===== src/rtl/product_accumulator_128b.sv =====
// rtl/product_accumulator_128b.sv - groups 128-bit multiplier products into a sum, beat count and overflow flag.
// Optional macro ACC_SAT_EN: the group sum saturates at 2^128-1 instead of wrapping.
module product_accumulator_128b (
    input  logic         iClk,
    input  logic         iRst,
    input  logic         iEn,
    input  logic         iClr,
    input  logic         iValid,
    input  logic         iLast,
    input  logic [127:0] iData,
    output logic         oReady,
    output logic         oValid,
    input  logic         iReady,
    output logic [127:0] oData,
    output logic [15:0]  oCount,
    output logic         oOvf
);

    typedef enum logic [1:0] {
        IDLE = 2'd0,
        ACC  = 2'd1,
        DONE = 2'd2
    } state_t;

    state_t         state_q;
    logic [127:0]   sum_q;
    logic [15:0]    cnt_q;
    logic           ovf_q;
    logic           valid_q;
    logic [127:0]   data_q;
    logic [15:0]    count_q;
    logic           oovf_q;

    logic           beat;
    logic           xfer;
    logic           in_group;
    logic [127:0]   base_sum;
    logic [15:0]    base_cnt;
    logic [128:0]   add_w;
    logic           carry;
    logic [127:0]   sum_d;
    logic [15:0]    cnt_d;
    logic           ovf_d;

    assign oReady = !valid_q || iReady;
    assign oValid = valid_q;
    assign oData  = data_q;
    assign oCount = count_q;
    assign oOvf   = oovf_q;

    // Only ACC carries a live partial group; any other state starts a fresh one.
    always_comb begin
        beat     = iValid && oReady && iEn && !iClr;
        xfer     = valid_q && iReady && iEn;
        in_group = (state_q == ACC);
        base_sum = in_group ? sum_q : 128'd0;
        base_cnt = in_group ? cnt_q : 16'd0;
        add_w    = {1'b0, base_sum} + {1'b0, iData};
        carry    = add_w[128];
`ifdef ACC_SAT_EN
        sum_d    = carry ? {128{1'b1}} : add_w[127:0];
`else
        sum_d    = add_w[127:0];
`endif
        cnt_d    = (base_cnt == 16'hFFFF) ? 16'hFFFF : base_cnt + 16'd1;
        ovf_d    = (in_group && ovf_q) || carry;
    end

    always_ff @(posedge iClk or posedge iRst) begin
        if (iRst) begin
            state_q <= IDLE;
            sum_q   <= '0;
            cnt_q   <= '0;
            ovf_q   <= 1'b0;
            valid_q <= 1'b0;
            data_q  <= '0;
            count_q <= '0;
            oovf_q  <= 1'b0;
        end else if (iClr) begin
            state_q <= IDLE;
            sum_q   <= '0;
            cnt_q   <= '0;
            ovf_q   <= 1'b0;
            valid_q <= 1'b0;
            data_q  <= '0;
            count_q <= '0;
            oovf_q  <= 1'b0;
        end else if (iEn) begin
            case (state_q)
                IDLE, ACC: begin
                    if (beat && iLast) begin
                        data_q  <= sum_d;
                        count_q <= cnt_d;
                        oovf_q  <= ovf_d;
                        valid_q <= 1'b1;
                        sum_q   <= '0;
                        cnt_q   <= '0;
                        ovf_q   <= 1'b0;
                        state_q <= DONE;
                    end else if (beat) begin
                        sum_q   <= sum_d;
                        cnt_q   <= cnt_d;
                        ovf_q   <= ovf_d;
                        state_q <= ACC;
                    end
                end
                DONE: begin
                    // A beat here implies oReady, so the held result leaves this cycle.
                    if (beat && iLast) begin
                        data_q  <= sum_d;
                        count_q <= cnt_d;
                        oovf_q  <= ovf_d;
                        valid_q <= 1'b1;
                        sum_q   <= '0;
                        cnt_q   <= '0;
                        ovf_q   <= 1'b0;
                        state_q <= DONE;
                    end else if (beat) begin
                        sum_q   <= sum_d;
                        cnt_q   <= cnt_d;
                        ovf_q   <= ovf_d;
                        valid_q <= 1'b0;
                        state_q <= ACC;
                    end else if (xfer) begin
                        valid_q <= 1'b0;
                        state_q <= IDLE;
                    end
                end
                default: begin
                    state_q <= IDLE;
                end
            endcase
        end
    end

endmodule


===== config.mk =====
export PLATFORM = sky130hd
export DESIGN_NAME = product_accumulator_128b
export DESIGN_NICKNAME = d
export VERILOG_FILES = /design/src/rtl/product_accumulator_128b.sv
export SDC_FILE = /design/constraint.sdc
export NUM_CORES = 1
export LEC_CHECK = 0
export CORE_ASPECT_RATIO = 1.75
export CORE_UTILIZATION = 30
export CTS_CLUSTER_DIAMETER = 120
export CTS_CLUSTER_SIZE = 25
export DETAILED_ROUTE_END_ITERATION = 10
export PLACE_DENSITY = 0.56
export SLEW_MARGIN = 10
export SYNTH_ARGS = -nofsm -noshare
export SYNTH_HDL_FRONTEND = slang
export SYNTH_SLANG_ARGS = --single-unit

===== constraint.sdc =====
create_clock -name iClk -period 13.2 [get_ports iClk]
set_input_delay 2.64 -clock iClk [delete_from_list [all_inputs] [get_ports iClk]]
set_output_delay 2.64 -clock iClk [all_outputs]
set_load 0.1 [all_outputs]

# Word-level counts from Yosys, hierarchy flattened

Index checks and enable logic that the tools add are counted.

$add $sub $neg: 2
Equal/unequal tests: 6
Mux-type cells: 45
Reduce and logical (&&, ||, !) cells: 23

Operators by type and width:

| kind                    | count |
|---|---|
| $mux W128               | 10 |
| $mux W16                | 11 |
| $add A128 B128 Y129     | 1 |
| $add A16 B1 Y16 const B | 1 |
| $eq A16 B16 Y1 const B  | 1 |
| $mux W1                 | 15 |
| $mux W2                 | 7 |
| $reduce_and A3 Y1       | 3 |
| $logic_and A1 B1 Y1     | 7 |
| $reduce_bool A2 Y1      | 3 |
| $reduce_bool A3 Y1      | 2 |
| $ne A5 B5 Y1 const B    | 1 |
| $ne A4 B4 Y1 const B    | 1 |
| $pmux W2 S2             | 1 |
| $reduce_and A4 Y1       | 1 |
| $ne A3 B3 Y1 const B    | 1 |
| $reduce_or A3 Y1        | 1 |
| $eq A2 B1 Y1 const B    | 1 |
| $eq A2 B2 Y1 const B    | 1 |
| $logic_not A1 Y1        | 2 |
| $logic_not A2 Y1        | 1 |
| $logic_or A1 B1 Y1      | 2 |
| $pmux W1 S2             | 1 |
| $reduce_or A2 Y1        | 1 |

Register bits after elaboration: 293
Output and inout bits: 147
Logic and storage cells: 84

# Depth between registers and ports, before layout

Word-level depth: 10
Depth in mapped cells: 21
Depth with buffers taken out: 18

# Worst setup path before layout

No wires, ideal clock.

Path type: input to output
Start point: input port iReady
End point: output port oReady
Arrival time: 3.414 ns
Slack: 7.146 ns
Stages: 1
Buffers on the path: 0
Cell sequence: nand2b_1

Cells in the longest elaborated chain, start to end: 1

RTL lines:

| what               | RTL line | RTL |
|---|---|---|
| start, declared    | 13       | `input logic iReady,` |
| $logic_or A1 B1 Y1 | 45       | `assign oReady = !valid_q \|\| iReady;` |
| end, declared      | 11       | `output logic oReady,` |

Every way passes these cells.

# Worst setup path after layout

Same ends and word-level chain as after synthesis.

==> run summary <==
The run finished with clean final reports. The busiest metal layer after global routing is met2. Dividing the detail-routed wire length by the instance count gives approximately 22 um. The setup path with the least slack is of type primary input to primary output. The internal power of the cells totals 1.33 mW. The worst path arrival time came out at 4350 ps. The most repeated library cell on the critical path is sky130_fd_sc_hd__clkdlybuf4s50_1. The clock-pin slew on the worst setup and hold paths is roughly 110 ps. The peak clock frequency supported by timing came out at 0.143 GHz.

The die is 200 um wide. The total count of hold-check failures in the final report came out at 0. In the layout the commonest cells are sky130_fd_sc_hd__nand2_1 (365), sky130_fd_sc_hd__dfrtp_1 (293), sky130_fd_sc_hd__clkdlybuf4s50_1 (278), sky130_fd_sc_hd__a21oi_1 (247), sky130_fd_sc_hd__and2_1 (139). The number of nets at the end of the flow came out at 2,888. The pre-antenna-repair detailed-routing pass consisted of 5 iterations.

The clock drives 293 sinks. For this run, global-route usage on met2 was measured as 0.408. Port buffering added approximately 280 buffers. Yosys attributes the largest share of cell area to sky130_fd_sc_hd__dfrtp_1 (36%), sky130_fd_sc_hd__ha_1 (7.8%), sky130_fd_sc_hd__nand2_1 (6.6%), sky130_fd_sc_hd__a21oi_1 (6.0%), sky130_fd_sc_hd__a22o_1 (5.0%). Counting flops with a built-in enable in the synthesized netlist gives 0.

The cell type with the largest total area after synthesis is sky130_fd_sc_hd__dfrtp_1. The area of placed instances came out at 0.0241 mm^2. The summed instance area of the synthesized netlist is between 0.02 and 0.025 mm^2. Of the total power, the clock network draws 0.285. The register area share after synthesis came out at 0.356. The endpoint type of the worst setup path is a primary output. Setup repair after global routing left no endpoint under its margin. The detailed-route vias per instance came out at ~5.5. STA classifies the critical path startpoint as a primary input. Walking the worst path, the cells encountered are clkdlybuf4s50_1, nand2b_1, clkdlybuf4s50_1.

The highest cell delay on the worst timing path came out at 1140 ps. In this run the clock root is driven by a sky130_fd_sc_hd__clkbuf_16. The placeable core area came out at 0.0676 mm^2. For this run the aggregate overflow at the end of global routing stands at 0. The number of global-route vias before repair is slightly below 20,000.

The met1 track demand over resource in global routing is 0.250. Setup violations remaining at the end of the flow were counted as 0. The post-cts repair resize count is 0.

The master of the slowest instance on the critical path is sky130_fd_sc_hd__clkdlybuf4s50_1. For the worst setup path, the data required time is 10,560 ps. Compared with the post-synthesis result, the final layout area differs by 18.8%. The placer's final routability congestion estimate is 0.971. The final-report max-slew violation count is 0. The tightest min-delay check is of the flip-flop to flip-flop type. The via total after detailed routing came out at 19,258. The number of warnings printed during yosys synthesis came out at 0. In the finished design, the share of the clock period the worst path needs comes to 0.530. The floorplan step defined a die boundary enclosing 0.0698 mm^2. The relative contribution of sequential cells to total power came out at 0.487. The actual slew at the worst max-slew pin is 1170 ps. The net switching power came out at 652 uW. The CTS buffer count came out at 15. The net count after synthesis came out at 2,739.

The library cell used most frequently in the layout, excluding fill and tap cells, is sky130_fd_sc_hd__nand2_1. In this run the static leakage power is 11.1 nW. The top-area cell type share of the netlist area came out at 0.356. The number of different library cells in the post-synthesis netlist is 81.

Counting I/O delays and the setup requirement, the final critical path takes 6990 ps. The count of maximum capacitance violations is 0. The starting density of the core came out at 0.305. 282 I/O pins were placed.

Hold repair after CTS inserted 0 buffers. The share of final-layout standard cells stronger than drive strength 1 is 0.0339. The wire length of the first global-routing pass came out at 120,000 um. The instance count of the mapped netlist is approximately 2,500. On the final layout, the worst clock skew is 17.1 ps.

The combinational power share came out at 0.228. The met3 usage in global routing is 0.0255. The total power per unit cell area came out at 80.9 mW/mm^2. The height of the chip is 349 um. The maximum VDD drop is about 0.000063 V.

Of the total power, the share spent switching nets is 0.329. The number of DRC violations after detailed-routing iteration 0 is 1,182. The maximum number of buffers from clock root to sink came out at 3. The detail route stage leaves a number of antenna-violating nets equal to 0. CTS built an H-tree with a depth of 1. The initial antenna violation count was 1. The worst slack on hold paths is roughly 480 ps. TritonCTS built the clock tree. The flop and latch count out of synthesis is 293. For this run, asynchronously set or reset flops after synthesis account for 1.00. The relative slew slack came out at 0.217. The most frequently used flop master after synthesis is sky130_fd_sc_hd__dfrtp_1. The final layout contains routed wiring with a total length of 78,300 um.

The mean area per synthesized cell is ~8.3 um^2. The post-CTS setup-driven buffer insertion count is 0. The biggest fanout along the worst timing path came out at 3.

Entering global routing, the biggest net connects 98 pins. The floorplan has 126 rows. Summed over all failing endpoints, the final setup total negative slack is 0 ps. The DRC violations left is 0.

Across every metal layer, demand over resource in global routing totals 0.220. The clock latency reported for the late side of the worst-skew pair is roughly 540 ps. The total half-perimeter wirelength after legalization and detailed placement came out at 58,400 um. The post-route standard cell area excluding fillers is 0.0245 mm^2.
[per-stage QoR]
| stage | power [mW] | util | std cells | setup WS (ps) |
|---|---|---|---|---|
| floorplan | 1.27 | - | 2474 | 2470 |
| global placement | 1.43 | 0.356 | 3502 | 5950 |
| detailed placement | 1.43 | 0.356 | 3502 | 5840 |
| CTS | 2.01 | 0.362 | 3520 | 6200 |
| global route | 2.07 | 0.362 | 3520 | 6010 |
| finish | 1.98 | 0.362 | 3521 | 6210 |
[layer usage]
layer  wire length (um)  vias to the layer above  part of all wire
met3               3690                      129             0.047
met2              40400                      602              0.52
met4               3600                        0             0.046
met1              30600                     9444              0.39
li1                   -                     9083                 -
met5                  0                        -                 0
[synthesized netlist by cell type, drive strengths merged (9+ instances only)]
library cell  count
nand2           366
a21oi           251
a22o            117
inv              50
nor2            135
a21boi           11
nand3            93
nand2b           14
o31ai            10
and3             36
or2               9
ha              129
o21ai           157
xor2             49
buf              21
nor3             28
nor2b             9
or3              10
dfrtp           293
o21bai           32
nand4            62
xnor2            80
a211oi           21
clkbuf          141
o21a             19
a31oi            14
and2            139
a21o             91
[critical path, delay by kind of cell]
family,cells,cell delay (ps)
buffers and inverters,2,1590
AND/OR/NAND/NOR,1,120
[flip-flops by register name, summed over array words and instances (netlist names)]
| name | flops |
|---|---|
| state_q | 2 |
| oData | 128 |
| oOvf | 1 |
| ovf_q | 1 |
| sum_q | 128 |
| cnt_q | 16 |
| oCount | 16 |
| oValid | 1 |
[cell type report]
| cell class | count | area [um^2] |
|---|---|---|
| inverters | 50 | 195 |
| well taps | 896 | 1120 |
| flip-flops and latches | 293 | 7330 |
| fillers | 6997 | 43100 |
| multi-input cells | 1969 | 12500 |
| repair buffers | 294 | 2900 |
| clock buffers | 17 | 393 |
| diodes | 1 | 2.50 |
| clock inverters | 1 | 30.0 |
[power by group through the flow]
stage               combinational (mW)  sequential [mW]  clock, mW
floorplan                        0.238             1.03          0
global placement                 0.451            0.980          0
detailed placement               0.454            0.981          0
CTS                              0.456            0.964      0.590
global route                     0.488            0.971      0.616
finish                           0.453            0.964      0.564
[logic make-up (layout without fill, tap and decap cells)]
| group | count (synthesis) | after routing | share of synthesized area |
|---|---|---|---|
| AO/OA/AOI/OAI | 779 | 779 | 0.252 |
| XOR/XNOR | 129 | 129 | 0.0548 |
| adder cells (fa/ha/maj) | 130 | 130 | 0.0793 |
| buffers and inverters | 212 | 362 | 0.0393 |
| flip-flops | 293 | 293 | 0.356 |
| multiplexers | 4 | 4 | 0.00194 |
| other | 0 | 1 | 0 |
| AND/OR/NAND/NOR | 927 | 927 | 0.217 |
[path summary, 6_finish.rpt]
path / to / startpoint / cells after the start / slack, ps
max: oReady / iReady / 3 / 6210
max in group asynchronous: sum_q[61] / iRst / 4 / 8190
min reg2reg: sum_q[124] / sum_q[124] / 2 / 480
max reg2reg: sum_q[88] / state_q[1] / 18 / 6420
min in group asynchronous: sum_q[4] / iRst / 2 / 2650
min: sum_q[124] / sum_q[124] / 2 / 480
(Power assumes the default switching activity.)
==> RTL edit 1: new RTL, same settings <==
Put one more register stage on the output `oCount`, without a reset. The value now appears one clock later. The other outputs are not delayed to match.
--- a/src/rtl/product_accumulator_128b.sv
+++ b/src/rtl/product_accumulator_128b.sv
@@ -45,7 +45,9 @@
     assign oReady = !valid_q || iReady;
     assign oValid = valid_q;
     assign oData  = data_q;
-    assign oCount = count_q;
+    always_ff @(posedge iClk) begin
+        oCount <= count_q;
+    end
     assign oOvf   = oovf_q;
 
     // Only ACC carries a live partial group; any other state starts a fresh one.
Check against the original RTL: not equivalent (Yosys sat finds a counterexample within 4 cycles, from zero or initial values and one cycle with iRst high).
==> RTL edit 1 against the unedited design <==
Via count is 0.95% higher. The flow now finishes with violations (design-rule violations). Clock skew rose by 0.018 ns. Highest routed layer is now met5. Critical path depth stayed put. Worst setup slack worse by 0.0047 ns. Total power rose by 5.4%. Routed wire length increased by 2.7%. Synthesized area rose by 3.1%. Final area increased by 2.9%. Combinational power up 6.2%. Sequential cell count rose by 16.
==> RTL edit 1: results (changes against the unedited design) <==
final_layout:
  drive_above_1_share_pct: 3.89  # +0.50 points
  final_cells: 3581  # +1.7%
  fin_nets: 2930  # +1.5%
worst_hold_path:
  min_path_cells: 0  # -2
  min_from: "count_q[4]"
yosys:
  syn-num-nets: 2767  # +1.0%
  async_reset_ff_share_pct: 94.8  # -5.2 points
  ys_seq_area_share_pct: 36.0  # +0.45 points
  ys_types: 99  # +22%
  syn_avg_cell_area_um2: 8.49  # +1.9%
  ys_top_cells_by_count: "397 x nand2_1, 293 x dfrtp_1, 255 x a21oi_1"
  synth_area_leaders: "dfrtp_1 35%, ha_1 7.6%, nand2_1 7.0%, a21oi_1 6.0%, a22o_1 4.8%"
global_route:
  grt_max_degree: 154  # +57%
  grt_pass1_wl_mm: 123  # +2.4%
  grt_pass1_vias: 20100  # +2.2%
run_status:
  outcome: "complete, but fails checks"
  violations: "design-rule violations"
drt:
  wl_met2_mm: 42.6  # +5.4%
  firstDrtPassIters: 8  # +3
  route.detailed.drc: 1  # +1
  drtIter0Drc: 1041  # -12%
  wl_met1_mm: 31.2  # +2.1%
  wire_per_inst_um: 22.5  # +1.0%
  via_per_inst: 5.43  # -0.74%
place:
  dp.final_hpwl_mm: 60.7  # +4.0%
sta:
  whs_ns: 0.379  # -0.100 ns
  fin_worst_skew_ns: 0.0353  # +0.0183 ns
clock_tree:
  cts_buffers: 16  # +1
critical_path:
  r2r_slack_ns: 7.29  # +0.87 ns
  cp.arrival_ns: 4.36  # about the same
power:
  p_leak_uw: 0.0109  # -2.2%
==> RTL edit 1: cell type report <==
| class | instances | area, um2 |
|---|---|---|
| clock buffers | 23 | 448 |
| clock inverters | 1 | 16.3 |
| fillers | 7369 | 44600 |
| inverters | 45 | 176 |
| multi-input cells | 2001 | 12900 |
| flip-flops and latches | 309 | 7650 |
| well taps | 910 | 1140 |
| repair buffers | 292 | 2920 |
==> RTL edit 1: power breakdown <==
group / switching, uW / internal [uW]
logic: 317 / 164
clock network: 345 / 243
registers: 25.9 / 994
==> RTL edit 1: worst max path at each step <==
stage | endpoint | slack (ns)
global route | oReady | 6.14
detailed placement | oReady | 6.19
global placement | oReady | 6.16
floorplan | cnt_q[0] | 2.47
finish | oReady | 6.20
CTS | oReady | 6.19
==> RTL edit 1: per-stage QoR <==
step                      setup WS, ns  area (um2)  util, %  total power [uW]
final                             6.20       25200     36.1              2090
after global routing              6.14       25200     36.1              2190
after CTS                         6.19       25200     36.1              2120
after detailed placement          6.19       24700     35.4              1520
after global placement            6.16       24700     35.4              1520
after floorplan                   2.47       21200        -              1350
==> RTL edit 1: cell families (layout without fill, tap and decap cells) <==
logic type,Yosys count,count (layout),synth area share (%)
simple gates,946,946,22.0
fa+ha+maj,130,130,7.69
mux,4,4,0.224
flops,309,309,36.0
xor+xnor,129,129,5.32
buf+inv,192,361,3.68
compound gates,792,792,25.1
==> RTL edit 1: routing by layer <==
layer / vias to the layer above / global-route usage (%)
li1: 9240 / -
met1: 9503 / 25.4
met2: 595 / 41.6
met3: 101 / 2.45
met4: 2 / 7.11
met5: - / 0
==> RTL edit 2: new RTL, config.mk and constraints unchanged <==
Made on the original files. Add a define of `ACC_SAT_EN`.
--- a/src/rtl/product_accumulator_128b.sv
+++ b/src/rtl/product_accumulator_128b.sv
@@ -1,5 +1,7 @@
 // rtl/product_accumulator_128b.sv - groups 128-bit multiplier products into a sum, beat count and overflow flag.
 // Optional macro ACC_SAT_EN: the group sum saturates at 2^128-1 instead of wrapping.
+`define ACC_SAT_EN
+
 module product_accumulator_128b (
     input  logic         iClk,
     input  logic         iRst,
Function: changed (a bounded check fails within 4 cycles, from zero or initial values and one cycle with iRst high).
==> RTL edit 2 against the unedited design <==
Fmax fell by 5.9%. Worst setup slack got worse by 0.44 ns. Utilization fell by 0.42 points. Synthesized cell count rose by 13%. Routed wire length rose by 11%. Synthesized area rose by 4.6%. Total power fell by 3.6%. Via count rose by 9.3%. Final area rose by 3.6%. Sequential share of layout area fell by 1.0 points. Sequential cell count did not move. Die area rose by 4.6%. Largest power group unchanged. Highest routed layer unchanged.
==> RTL edit 2: results (changes against the unedited design) <==
run_status:
  outcome: "finished, final reports clean"
yosys:
  syn_avg_cell_area_um2: 7.74  # -7.1%
  ys_top_cells_by_count: "351 x nand2_1, 293 x dfrtp_1, 268 x o21ai_0"
  syn-num-nets: 3051  # +11%
  synth_area_leaders: "dfrtp_1 34%, ha_1 7.5%, o21ai_0 6.2%, nand2_1 6.1%, a21oi_1 5.5%"
  yosysWarnings: 0  # unchanged
  ys_seq_area_share_pct: 34.0  # -1.6 points
clock_tree:
  clk_latency_ns: 0.56  # +0.02 ns
global_route:
  grt_pass1_vias: 21400  # +8.8%
  grt_max_degree: 134  # +37%
  grt.total_usage_pct: 23.4  # +1.4 points
  met2_usage_pct: 44.5  # +3.7 points
  met1_usage_pct: 25.3  # +0.29 points
  antenna_found_initial: 0  # -1
  grt_util_met3_pct: 2.91  # +0.37 points
  grt_pass1_wl_mm: 131  # +9.4%
critical_path:
  cp_max_fo: 62  # +59
  crit_slowest_cell: "buf_4"
  slowest_delay_ns: 0.74  # -0.40 ns
  cp.arrival_ns: 7.91  # +3.56 ns
final_layout:
  fin_nets: 3182  # +10%
  final_cells: 3834  # +8.9%
  insertedDiodeCount: 0  # -1
  drive_above_1_share_pct: 2.37  # -1.0 points
  fill_cells: 7520  # +7.5%
drt:
  drtIter0Drc: 1090  # -7.8%
  via_per_inst: 5.49  # +0.36%
  wire_per_inst_um: 22.6  # +1.5%
power:
  vdd_drop_max_mv: 0.0854  # +36%
  p_leak_uw: 0.0109  # -2.3%
  power.share.clock_pct: 28.1  # -0.4 points
  pg_comb_uw: 432  # -4.6%
  top_power_group: "registers"
place:
  place_ws_ns: 5.11  # -0.724 ns
  place.gp.congestion: 0.944  # -2.8%
  dp.final_hpwl_mm: 66.7  # +14%
  placement.cell_area_um2: 25000  # +3.7%
worst_hold_path:
  min_path_type: "reg -> reg"
sta:
  fin_worst_skew_ns: 0.0394  # +0.0223 ns
  worst_slew_pin_slew_ns: 1.18  # +0.00309 ns
==> RTL edit 2: area by class of cell <==
| cell class | instances | area [um2] | area share, % |
|---|---|---|---|
| Clock buffer | 15 | 375 | 1.48 |
| Inverter | 42 | 168 | 0.661 |
| Timing Repair Buffer | 298 | 2950 | 11.6 |
| Sequential cell | 293 | 7330 | 28.9 |
| Multi-Input combinational cell | 2267 | 13400 | 52.7 |
| Tap cell | 917 | 1150 | 4.52 |
| Clock inverter | 2 | 17.5 | 0.0691 |
==> RTL edit 2: cell families after synthesis <==
family	count (synthesis)	synth area share (%)
DFF	293	34.0
xor gates and xnor gates	121	4.91
and+or+nand+nor	1146	25.3
adders and majority gates	130	7.57
muxes	11	0.510
buffers and inverters	226	4.32
AOI/OAI and AO/OA	859	23.4
==> RTL edit 2: path summary, 6_finish.rpt <==
path                             from          to  slack [ns]  cells after the start
max                          iData[0]  oData[111]        5.76                     16
min                         sum_q[75]   sum_q[75]        0.48                      2
max reg2reg                state_q[0]  oData[111]        6.77                     16
min reg2reg                 sum_q[75]   sum_q[75]        0.48                      2
max in group asynchronous        iRst    sum_q[1]        9.21                      3
min in group asynchronous        iRst   oData[85]        2.65                      2
==> RTL edit 2: worst max-delay path: cells and delay by family <==
| family | cells | cell delay, ns |
|---|---|---|
| and+or+nand+nor | 5 | 1.35 |
| AOI/OAI and AO/OA | 6 | 1.97 |
| buffers and inverters | 3 | 1.39 |
| adders and majority gates | 2 | 0.47 |
==> RTL edit 2: per-layer routing <==
| layer | vias up | routed length, um |
|---|---|---|
| li1 | 10200 | - |
| met1 | 10200 | 32700 |
| met2 | 546 | 46100 |
| met3 | 159 | 3740 |
| met4 | 0 | 3990 |
| met5 | - | 0 |
